<file path="config.mk">
export PLATFORM = sky130hd
export DESIGN_NAME = fht_ctrl
export DESIGN_NICKNAME = d
export VERILOG_FILES = /design/src/rtl/fht_ctrl.sv
export SDC_FILE = /design/constraint.sdc
export NUM_CORES = 1
export LEC_CHECK = 0
export CORE_UTILIZATION = 40
export CTS_BUF_LIST = sky130_fd_sc_hd__clkbuf_4
export DETAILED_ROUTE_END_ITERATION = 8
export MAX_ROUTING_LAYER = met4
export PLACE_DENSITY = 0.67
export SLEW_MARGIN = 15
export SYNTH_ARGS = -nofsm -noshare
export SYNTH_HDL_FRONTEND = slang
export SYNTH_SLANG_ARGS = --single-unit
</file>
<file path="constraint.sdc">
create_clock -name iCLK -period 3.81 [get_ports iCLK]
set_input_delay 0.762 -clock iCLK [delete_from_list [all_inputs] [get_ports iCLK]]
set_output_delay 0.762 -clock iCLK [all_outputs]
set_load 0.01 [all_outputs]
</file>
<file path="src/rtl/fht_ctrl.sv">
// Address/sequencing controller for a 4-bank FHT engine: per-stage read, delayed write and twiddle addresses.
// Optional build macro FHT_BITREV_EN: bit-reverse the stage-0 read addresses inside the controller.
module fht_ctrl #(
  parameter int N         = 1024,
  parameter int BANK_SIZE = N / 4,
  parameter int A_BIT     = $clog2(BANK_SIZE),
  parameter int STAGES    = $clog2(N),
  parameter int LAT       = 4
) (
  input  logic             iCLK,
  input  logic             iRESET,
  input  logic             iSTART,
  output logic             oST_ZERO,
  output logic             oST_LAST,
  output logic             o2ND_PART_SUBSEC,
  output logic [A_BIT-1:0] oSECTOR,
  output logic [A_BIT-1:0] oADDR_RD_0,
  output logic [A_BIT-1:0] oADDR_RD_1,
  output logic [A_BIT-1:0] oADDR_RD_2,
  output logic [A_BIT-1:0] oADDR_RD_3,
  output logic [A_BIT-1:0] oADDR_WR_0,
  output logic [A_BIT-1:0] oADDR_WR_1,
  output logic [A_BIT-1:0] oADDR_WR_2,
  output logic [A_BIT-1:0] oADDR_WR_3,
  output logic [A_BIT-1:0] oADDR_COEF,
  output logic             oWE_A,
  output logic             oWE_B,
  output logic             oSOURCE_DATA,
  output logic             oSOURCE_CONT,
  output logic             oRDY
);

  localparam int TW = $clog2(BANK_SIZE + LAT + 1);
  localparam int SW = $clog2(STAGES + 1);
  localparam logic [TW-1:0] T_BANK = TW'(BANK_SIZE);
  localparam logic [TW-1:0] T_LAT  = TW'(LAT);
  localparam logic [TW-1:0] T_END  = TW'(BANK_SIZE + LAT);
  localparam logic [SW-1:0] S_LAST = SW'(STAGES - 1);
  localparam logic [SW-1:0] S_ABIT = SW'(A_BIT);

  typedef enum logic {ST_IDLE, ST_RUN} state_t;

  // state_q is the FSM state observed by bound checkers.
  state_t        state_q, state_d;
  logic [SW-1:0] stage_q, stage_d;
  logic [TW-1:0] time_q, time_d;

  always_ff @(posedge iCLK or negedge iRESET) begin
    if (!iRESET) begin
      state_q <= ST_IDLE;
      stage_q <= '0;
      time_q  <= '0;
    end else begin
      state_q <= state_d;
      stage_q <= stage_d;
      time_q  <= time_d;
    end
  end

  always_comb begin
    state_d = state_q;
    stage_d = stage_q;
    time_d  = time_q;
    case (state_q)
      ST_IDLE: begin
        if (iSTART) begin
          state_d = ST_RUN;
          stage_d = '0;
          time_d  = '0;
        end
      end
      ST_RUN: begin
        if (time_q == T_END) begin
          time_d = '0;
          if (stage_q == S_LAST) begin
            state_d = ST_IDLE;
            stage_d = '0;
          end else begin
            stage_d = stage_q + 1'b1;
          end
        end else begin
          time_d = time_q + 1'b1;
        end
      end
      default: state_d = ST_IDLE;
    endcase
  end

`ifdef FHT_BITREV_EN
  function automatic logic [A_BIT-1:0] bitrev(input logic [A_BIT-1:0] x);
    for (int i = 0; i < A_BIT; i++) bitrev[i] = x[A_BIT-1-i];
  endfunction
`endif

  logic             busy, rd_phase, we, second;
  logic [SW-1:0]    l_log;
  logic [A_BIT-1:0] t, mask, off, rd_lo, rd_hi, sector, coef;

  // Sub-sector length L = 2^l_log; mask selects the offset inside a sub-sector.
  always_comb begin
    busy     = (state_q == ST_RUN);
    rd_phase = busy && (time_q < T_BANK);
    we       = busy && (time_q >= T_LAT) && (time_q < T_END);
    t        = time_q[A_BIT-1:0];
    l_log    = '0;
    rd_lo    = '0;
    rd_hi    = '0;
    sector   = '0;
    coef     = '0;
    second   = 1'b0;
    if (stage_q > S_ABIT + 1'b1) l_log = S_ABIT;
    else if (stage_q != '0)      l_log = stage_q - 1'b1;
    mask = ~({A_BIT{1'b1}} << l_log);
    off  = t & mask;
    if (rd_phase) begin
      if (stage_q == '0) begin
`ifdef FHT_BITREV_EN
        rd_lo = bitrev(t);
`else
        rd_lo = t;
`endif
        rd_hi = rd_lo;
      end else begin
        // Hartley partner: same sub-sector, offset mirrored to (L - off) mod L.
        rd_lo  = t;
        rd_hi  = (t & ~mask) | (('0 - off) & mask);
        sector = t >> l_log;
        second = |(off & ~(mask >> 1));
        coef   = off << (S_ABIT - l_log);
      end
    end
  end

  logic [A_BIT-1:0] pipe_lo_q [LAT];
  logic [A_BIT-1:0] pipe_hi_q [LAT];

  always_ff @(posedge iCLK or negedge iRESET) begin
    if (!iRESET) begin
      for (int i = 0; i < LAT; i++) begin
        pipe_lo_q[i] <= '0;
        pipe_hi_q[i] <= '0;
      end
    end else begin
      pipe_lo_q[0] <= rd_lo;
      pipe_hi_q[0] <= rd_hi;
      for (int i = 1; i < LAT; i++) begin
        pipe_lo_q[i] <= pipe_lo_q[i-1];
        pipe_hi_q[i] <= pipe_hi_q[i-1];
      end
    end
  end

  assign oADDR_RD_0       = rd_lo;
  assign oADDR_RD_1       = rd_lo;
  assign oADDR_RD_2       = rd_hi;
  assign oADDR_RD_3       = rd_hi;
  assign oADDR_WR_0       = pipe_lo_q[LAT-1];
  assign oADDR_WR_1       = pipe_lo_q[LAT-1];
  assign oADDR_WR_2       = pipe_hi_q[LAT-1];
  assign oADDR_WR_3       = pipe_hi_q[LAT-1];
  assign oSECTOR          = sector;
  assign o2ND_PART_SUBSEC = second;
  assign oADDR_COEF       = coef;
  // Even stages read B and write A; odd stages the reverse.
  assign oWE_A            = we & ~stage_q[0];
  assign oWE_B            = we & stage_q[0];
  assign oSOURCE_DATA     = busy & stage_q[0];
  assign oSOURCE_CONT     = busy;
  assign oRDY             = ~busy;
  assign oST_ZERO         = busy && (stage_q == '0);
  assign oST_LAST         = busy && (stage_q == S_LAST);

endmodule

</file>
==> run metrics, run 1 <==
Fillers=933; die height=103.0 um; share of layout cells above drive strength 1=26.79%; TritonCTS Buffers=9; Hold WC Path Type=reg -> reg; CTS root buf=clkbuf_4; fmax=0.2636 GHz; Multi-input gate area=0.001757 sq mm; fin crit period=3.794 ns; TritonCTS clock tree=built; die width=103.0 um; Pwr Total=3201 uW; dominant cell type by area after synthesis=dfrtp_1; Post-Synthesis Cells=406; clock buffer depth=2; initial core utilization=41.56%; flops & latches, synth=78; Finished Cell Area=0.005321 sq mm; Mean Syn Cell Area=10.05 sq um; Slowest-stage cell, CP=or4_4; CP max stage delay=0.46 ns; Crit path required time=3.05 ns; HPWL Detailed=7521 um; clk_skew=0.01836 ns; H-tree Lvls=3; count of input and output buffers=90; worst skew pair latency=0.41 ns; Worst-path clk slew=0.12 ns; die footprint=0.01061 sq mm; setup violators final=0; top post-synthesis cells by area=dfrtp_1, buf_4, o21ai_0, nand2_1, nor2_1; worst-margin pin slew=0.9453 ns; total power divided by cell area=601.5 mW/mm^2; RSZ-0062 raised after global routing=true; Reg area=0.001957 sq mm; final wirelength=10,400 um; Post-synth EDFFs=0; I/O pins=91; ys flop type=dfrtp_1; standard-cell rows=36; drt first pass iters=6; cell with the most instances after synthesis=dfrtp_1; Final Hold Fails=0; Tcrit/Tclk final=99.58%; antenna cells=0; Vias=3,323; grt ovf=0; first-pass GRT wire length=16,260 um; crit-path cells=nor4b_4, buf_4, a211oi_4, inv_2, ha_4, or4_4, o211ai_1, or2_1, a41oi_2, mux2_4, buf_6; Synth warnings=0; Leak Pwr=0.002307 uW; largest net degree at the start of global routing=79; initial antenna violation count=0; Unique masters post-synth=61; Setup crit end kind=output pin; Post-synth ARST share=100.0%; Residual DRC=0; CP Data Arrival Time=3.03 ns; critical path startpoint category=register; total core area=0.009819 sq mm; Peak VDD IR=0.3420 mV; Area after DPL=0.004962 sq mm; Worst Path Max Fanout=5; post-synth top area share=47.82%; Slew headroom=36.98%; Placer Congestion=0.9545; count of final max-slew check failures=0; post-route ant nets=0; number of DRC violations after detailed-routing iteration 0=183; area grow syn2layout=30.38%; Post-CTS Hold Buffers=0; CP Class=reg -> out; wire per inst=16.73 um; synth cell count leaders=dfrtp_1, buf_4, nand2_1; syn nets=415; final hold slack=0.3475 ns; fin nets=494; status=finished, final reports clean; number of clock sinks=78; Netlist Area Pre-Place=0.004081 sq mm; Avg Vias per Cell=5.342; GRT Util Overall=20.99%; Seq/Total Area, Yosys=47.82%; vias in the first global route=3,132; max cap viols=0
## per-stage QoR
step / setup slack [ns] / instances / util (%) / TNS, ns
after CTS: -0.1558 / 617 / 53.25 / -0.4033
after global placement: 0.07122 / 595 / 50.54 / 0
after floorplan: 0.1882 / 406 / - / 0
after detailed placement: 0.004240 / 595 / 50.54 / 0
after global routing: -0.1159 / 622 / 54.19 / -0.6593
final: 0.01600 / 622 / 54.19 / 0
## layout by cell type (no fill, tap or decap), types with 4 or more instances in the layout
| master | count |
|---|---|
| mux2i_1 | 7 |
| o22ai_1 | 4 |
| nand2_1 | 31 |
| and3_1 | 4 |
| clkdlybuf4s50_1 | 66 |
| nor2_2 | 6 |
| dfrtp_1 | 74 |
| buf_4 | 51 |
| o31a_1 | 4 |
| clkbuf_4 | 9 |
| nor2_1 | 24 |
| ha_4 | 4 |
| xnor2_1 | 6 |
| buf_2 | 6 |
| o21ai_0 | 24 |
| nor3_1 | 7 |
| dfrtp_2 | 4 |
| a31oi_1 | 6 |
| o21ai_1 | 4 |
| o211ai_1 | 4 |
| clkbuf_2 | 9 |
| nand3_1 | 5 |
| inv_1 | 10 |
| dlygate4sd2_1 | 5 |
| a22o_1 | 4 |
| a21oi_1 | 12 |
| and2_1 | 13 |
| or3_1 | 4 |
## worst paths after layout
kind                               start             to  slack, ns  depth (start not counted)
max in group asynchronous         iRESET      time_q[3]       2.70                          1
min reg2reg                pipe_lo_q[27]  pipe_lo_q[19]       0.35                          0
max reg2reg                    time_q[2]      time_q[7]       1.18                          6
max                           stage_q[3]  oADDR_RD_2[7]       0.02                         11
min in group asynchronous         iRESET     stage_q[1]       0.46                          1
min                        pipe_lo_q[27]  pipe_lo_q[19]       0.35                          0
## metal layers
metal  vias to the layer above  share of wire, %  track usage [%]
met5                         -                 0                -
met4                         0               2.7            6.284
li1                       1539                 -                -
met2                       131                49            33.95
met3                        26               5.2            3.932
met1                      1627                44            26.84
## cell type report
cell class,count,area share [%]
inverters,14,1.082
clock inverters,6,2.069
clock buffers,9,1.270
well taps,133,3.127
flip-flops and latches,78,36.77
repair buffers,141,22.67
multi-input cells,241,33.01
## where the power goes
group	switching [uW]	internal, uW
Sequential	171	1100
Clock	268	329
Combinational	629	706
## sequential cells by signal, indices dropped and copies added, names as in the netlist
signal / count
pipe_hi_q: 24
pipe_lo_q: 24
time_q: 9
oADDR_WR_0: 8
oADDR_WR_2: 8
stage_q: 4
oSOURCE_CONT: 1
## worst max-delay path: cells and delay by family (launching register included)
family,cells,cell delay (ns)
simple gates,3,0.80
fa+ha+maj,1,0.17
flops,1,0.45
compound gates,3,0.50
buf+inv,3,0.36
mux,1,0.35
## what timing repair did
action | in CTS | in global routing
resized for setup | 64 | 47
endpoints found under the hold margin | 0 | 0
setup endpoints to repair | 23 | 25
buffers inserted | 7 | 7
pin swaps | 11 | 20
## cells by family (layout without fill, tap and decap cells)
group                      count (synthesis)  after routing  synth area share [%]
AOI/OAI and AO/OA                         93             93                 15.54
and+or+nand+nor                          121            121                 15.67
adders and majority gates                  6              6                 1.839
DFF                                       78             78                 47.82
muxes                                     14             14                 4.537
buffers and inverters                     87            170                 13.09
xor gates and xnor gates                   7              7                 1.502
Note: power is estimated with default switching activity, not from simulation.
==> run 2, diff against run 1 <==
- GPL_ROUTABILITY_DRIVEN: default -> 0
- REMOVE_ABC_BUFFERS: default -> 1
==> run 2 against run 1 <==
The run now ends with negative setup slack left; clock power down 18%; fmax down 1.5%; first-iteration DRC count up 95%; sequential power about the same; sequential cell count unchanged; cell area down 0.68%; die area unchanged; cell count down 0.48%; power down 4.4%; critical path depth down 1; via count up 2.5%; critical endpoint unchanged; largest power group unchanged.
==> run metrics, run 2 (synthesis gave the netlist of run 1 again) <==
status=finished, violations left (was finished, final reports clean); failing checks=negative setup slack; flop2flop setup slack=1.15 ns (was 1.18 ns); Reg area=0.001958 sq mm (was 0.001957 sq mm); most frequent cells in the layout=dfrtp_1, clkdlybuf4s50_1, buf_4 (unchanged); max cap viols=0 (unchanged); grt ovf=0 (unchanged); Worst-path clk slew=0.13 ns (was 0.12 ns); share of layout cells above drive strength 1=24.69% (was 26.79%); pre-CTS setup slack=-0.04891 ns (was 0.004240 ns); Crit path required time=3.05 ns (about the same); Peak VDD IR=0.2631 mV (was 0.3420 mV); fmax=0.2597 GHz (was 0.2636 GHz); Leak Pwr=0.002291 uW (was 0.002307 uW); CP Data Arrival Time=3.09 ns (was 3.03 ns); commonest non-fill, non-tap cell in the layout=dfrtp_1 (unchanged); standard-cell rows=36 (unchanged); H-tree Lvls=3 (unchanged); number of DRC violations after detailed-routing iteration 0=356 (was 183); cell count after placement=585 (was 595); Residual DRC=0 (unchanged); critical path startpoint category=register (unchanged); Buf+Inv Stages, Crit Path=2 (was 3); crit-path cells=and2_1, a211oi_4, inv_2, ha_4, or4_1, o211ai_1, or2_1, a41oi_2, mux2_4, clkbuf_2 (was nor4b_4, buf_4, a211oi_4, inv_2, ha_4, or4_4, o211ai_1, or2_1, a41oi_2, mux2_4, buf_6); die height=103.0 um (unchanged); RSZ-0062 raised after global routing=true (unchanged); count of final max-slew check failures=0 (unchanged); clock buffer depth=2 (unchanged); family with the most delay on the worst path=simple AND/OR/NAND/NOR gates (unchanged); antenna cells=0 (unchanged); Final Hold Fails=0 (unchanged); largest net degree at the start of global routing=79 (unchanged); Slew headroom=40.04% (was 36.98%); count of input and output buffers=90 (unchanged); setup violators final=6 (was 0); Fillers=905 (was 933); TritonCTS Buffers=9 (unchanged); HPWL Detailed=6894 um (was 7521 um); drt first pass iters=5 (was 6); worst skew pair latency=0.41 ns (about the same); Vias=3,407 (was 3,323); Setup crit end kind=output pin (unchanged); total core area=0.009819 sq mm (unchanged); Post-CTS Hold Buffers=0 (unchanged); initial core utilization=41.56% (unchanged); Slowest-stage cell, CP=dfrtp_2 (was or4_4); Final Util=53.82% (was 54.19%); CP Class=reg -> out (unchanged); CTS root buf=clkbuf_4 (unchanged); fin crit period=3.851 ns (was 3.794 ns); first-pass GRT wire length=15,850 um (was 16,260 um); post-route ant nets=0 (unchanged); area grow syn2layout=29.49% (was 30.38%); CP max stage delay=0.48 ns (was 0.46 ns); I/O pins=91 (unchanged); Avg Vias per Cell=5.504 (was 5.342); total power divided by cell area=579.0 mW/mm^2 (was 601.5 mW/mm^2); fin nets=490 (was 494); TritonCTS clock tree=built (unchanged); number of clock sinks=78 (unchanged); non-filler cells, final=619 (was 622); clk_skew=0.02140 ns (was 0.01836 ns); Finished Cell Area=0.005285 sq mm (was 0.005321 sq mm); die width=103.0 um (unchanged); Area after DPL=0.004887 sq mm (was 0.004962 sq mm); die footprint=0.01061 sq mm (unchanged); worst setup margin=-0.04071 ns (was 0.01600 ns); vias in the first global route=3,244 (was 3,132); worst-margin pin slew=0.8995 ns (was 0.9453 ns); Multi-input gate area=0.001754 sq mm (was 0.001757 sq mm); Worst Path Max Fanout=7 (was 5); GRT Util Overall=20.25% (was 20.99%); Tcrit/Tclk final=101.1% (was 99.58%); wire per inst=16.19 um (was 16.73 um); final wirelength=10,020 um (was 10,400 um); Top Registers=pipe_hi_q (24), pipe_lo_q (24), time_q (9) (unchanged); initial antenna violation count=0 (unchanged); Hold WC Path Type=reg -> reg (unchanged)
run 2: cell count changes in the layout (fill, tap and decap cells not counted), sizes merged:
cell,before,now
dlygate4sd2,5,13
clkdlybuf4s15,1,0
clkinv,1,4
bufinv,3,1
buf,60,55
clkbuf,18,12
run 2: layout make-up:
| class | count | area share (%) |
|---|---|---|
| Sequential cell | 78 | 37.05 |
| Multi-Input combinational cell | 241 | 33.19 |
| Timing Repair Buffer | 137 | 22.87 |
| Tap cell | 133 | 3.149 |
| Clock inverter | 7 | 1.373 |
| Clock buffer | 9 | 1.278 |
| Inverter | 14 | 1.089 |
run 2: what timing repair did:
action | 4_1_cts | 5_1_grt
resized for setup | 72 | 24
endpoints found under the setup margin | 23 | 22
pin swaps | 17 | 13
setup buffers | 15 | 4
endpoints found under the hold margin | 0 | 0
run 2: layer usage:
layer  GRT usage [%]  part of all wire, %
met5               -                    0
met4           11.05                  5.1
met3           3.932                  8.0
met2           33.33                   48
met1           23.31                   39
run 2: stage by stage:
step                hold slack [ns]  total power, uW  setup TNS, ns
floorplan                    0.3312             1773       -0.04982
global placement             0.3314             2546       -0.04063
CTS                          0.3516             3060        -0.3337
global route                 0.3600             3263         -1.761
detailed placement           0.3347             2594       -0.09542
finish                       0.3505             3060        -0.1269
run 2: worst paths after layout:
path,cells after the start,end,startpoint
worst max-delay path,10,oADDR_RD_2[7],stage_q[1]
worst min-delay path,0,pipe_hi_q[20],pipe_hi_q[28]
worst max register to register,9,pipe_hi_q[31],stage_q[1]
worst min register to register,0,pipe_hi_q[20],pipe_hi_q[28]
max in group asynchronous,1,time_q[3],iRESET
min in group asynchronous,1,oADDR_WR_0[6],iRESET
run 2: where the power goes:
part	leakage [uW]	total [uW]	internal (uW)	switching [uW]
combinational	0.00131	1320	696	622
sequential	0.000904	1250	1100	155
clock	0.0000739	489	201	288
==> run 3, diff against run 2 <==
- CAP_MARGIN: default -> 0
- GPL_TIMING_DRIVEN: default -> 0
==> run 3 against run 2 <==
The run still ends with negative setup slack left; critical path depth grew 2; via count shrank 1.3%; first-iteration DRC count grew 12%; combinational power shrank 11%; power shrank 1.7%; sequential power grew 6%; fmax shrank 2.8%; clock skew grew 0.0079 ns; core utilization grew 0.66 points; largest power group is now registers; highest routed layer unchanged.
==> run metrics, run 3 (synthesis gave the netlist of run 1 again) <==
die footprint=0.01061 sq mm (unchanged); flop2flop setup slack=1.05 ns (was 1.15 ns); number of clock sinks=78 (unchanged); final wirelength=9734 um (was 10,020 um); TritonCTS clock tree=built (unchanged); antenna cells=0 (unchanged); Pwr Total=3009 uW (was 3060 uW); Hold WC Path Type=in -> async (was reg -> reg); RR Endpoint=pipe_hi_q[31] (unchanged); critical path startpoint category=register (unchanged); wire per inst=15.73 um (was 16.19 um); Final Hold Fails=0 (unchanged); worst setup margin=-0.1532 ns (was -0.04071 ns); FF-to-FF path depth=11 (was 9); grt ovf=0 (unchanged); die width=103.0 um (unchanged); Peak VDD IR=0.2347 mV (was 0.2631 mV); TritonCTS Buffers=9 (unchanged); pre-CTS setup slack=-1.019 ns (was -0.04891 ns); worst-margin pin slew=0.7937 ns (was 0.8995 ns); Worst Path Max Fanout=7 (unchanged); standard-cell rows=36 (unchanged); Top Metal Used=met4 (unchanged); failing checks=negative setup slack (unchanged); Crit path required time=3.05 ns (about the same); R2R Path Start=stage_q[3] (was stage_q[1]); CP Class=reg -> out (unchanged); fmax=0.2523 GHz (was 0.2597 GHz); H-tree Lvls=3 (unchanged); initial antenna violation count=0 (unchanged); Metal-1 WL=4054 um (was 3924 um); most frequent cells in the layout=dfrtp_1, clkdlybuf4s50_1, buf_4 (unchanged); number of DRC violations after detailed-routing iteration 0=399 (was 356); I/O pins=91 (unchanged); HPWL Detailed=6098 um (was 6894 um); post-route ant nets=0 (unchanged); CTS root buf=clkbuf_4 (unchanged); Final Util=54.49% (was 53.82%); setup TNS=-0.5486 ns (was -0.1269 ns); clk_skew=0.02932 ns (was 0.02140 ns); Top Registers=pipe_hi_q (24), pipe_lo_q (24), time_q (9) (unchanged); count of input and output buffers=90 (unchanged); setup violators final=8 (was 6); fin nets=490 (unchanged); WL met3=735 um (was 800 um); worst skew pair latency=0.44 ns (was 0.41 ns); CP Data Arrival Time=3.20 ns (was 3.09 ns); GRT Util Overall=19.38% (was 20.25%); Slew headroom=46.51% (was 40.04%); area grow syn2layout=31.09% (was 29.49%); clock buffer depth=2 (unchanged); Residual DRC=0 (unchanged); count of final max-slew check failures=0 (unchanged); RSZ-0062 raised after global routing=true (unchanged); commonest non-fill, non-tap cell in the layout=dfrtp_1 (unchanged); max cap viols=0 (unchanged); Post-CTS Hold Buffers=0 (unchanged); Tcrit/Tclk final=104.0% (was 101.1%); total core area=0.009819 sq mm (unchanged); die height=103.0 um (unchanged); first-pass GRT wire length=15,050 um (was 15,850 um); final hold slack=0.1997 ns (was 0.3505 ns); fin crit period=3.963 ns (was 3.851 ns); detailed route wirelength on metal2=4531 um (was 4786 um); largest net degree at the start of global routing=59 (was 79); Leak Pwr=0.002323 uW (was 0.002291 uW); Setup crit end kind=output pin (unchanged); drt first pass iters=5 (unchanged); total power divided by cell area=562.4 mW/mm^2 (was 579.0 mW/mm^2); Avg Vias per Cell=5.431 (was 5.504); status=finished, violations left (unchanged); Worst-path clk slew=0.15 ns (was 0.13 ns); Vias=3,362 (was 3,407); vias in the first global route=3,013 (was 3,244); initial core utilization=41.56% (unchanged); Fillers=851 (was 905); share of layout cells above drive strength 1=28.60% (was 24.69%)
-- run 3: worst max-delay path by stage --
stage                     from       endpoint  slack, ns  cells past startpoint
global placement    stage_q[3]  oADDR_RD_2[6]      -0.98                     11
detailed placement  stage_q[3]  oADDR_RD_2[6]      -1.02                     11
CTS                 stage_q[2]  oADDR_RD_3[7]      -0.11                     12
finish              stage_q[3]  oADDR_RD_2[7]      -0.15                     12
global route        stage_q[3]  oADDR_RD_3[7]      -0.28                     12
floorplan           stage_q[3]  oADDR_RD_2[4]      -0.02                     11
-- run 3: final cells by class --
class                   instances  area (sq um)  area share, %
clock buffers                   9         67.56          1.263
flip-flops and latches         78          1968          36.79
multi-input cells             241          1798          33.61
well taps                     133         166.4          3.110
inverters                      14         62.56          1.169
repair buffers                137          1207          22.57
clock inverters                 7         80.08          1.497
-- run 3: layer usage --
layer / GRT usage (%) / up-vias
met3: 4.068 / 48
met4: 8.667 / 0
li1: - / 1539
met1: 24.51 / 1583
met2: 29.95 / 192
met5: - / -
-- run 3: critical path, cell delays in order (launching register included) --
cell and delay [ns]:
dfrtp_4 0.54, nor4b_4 0.15, buf_4 0.14, a211oi_4 0.29
inv_2 0.09, ha_4 0.18, or4_4 0.40, o211ai_1 0.12
or2_1 0.15, buf_4 0.11, a41oi_2 0.11, mux2_4 0.36
buf_6 0.13
-- run 3: repair_timing --
| item | CTS | global route |
|---|---|---|
| setup buffers | 38 | 8 |
| pin swaps | 14 | 15 |
| endpoints found under the setup margin | 30 | 27 |
| gates resized for setup | 116 | 36 |
-- run 3: metrics by stage --
step	instance area, sq um	cells
6_report	5350	619
4_1_cts	5239	611
5_1_grt	5350	619
2_1_floorplan	3605	333
3_5_place_dp	4697	557
3_3_place_gp	4672	556
-- run 3: report_power, final --
group          internal (uW)  leakage [uW]  total [uW]  switching (uW)
combinational            637       0.00134        1180             540
sequential              1100      0.000905        1320             221
clock                    209     0.0000788         514             305
total                   1940       0.00232        3010            1070
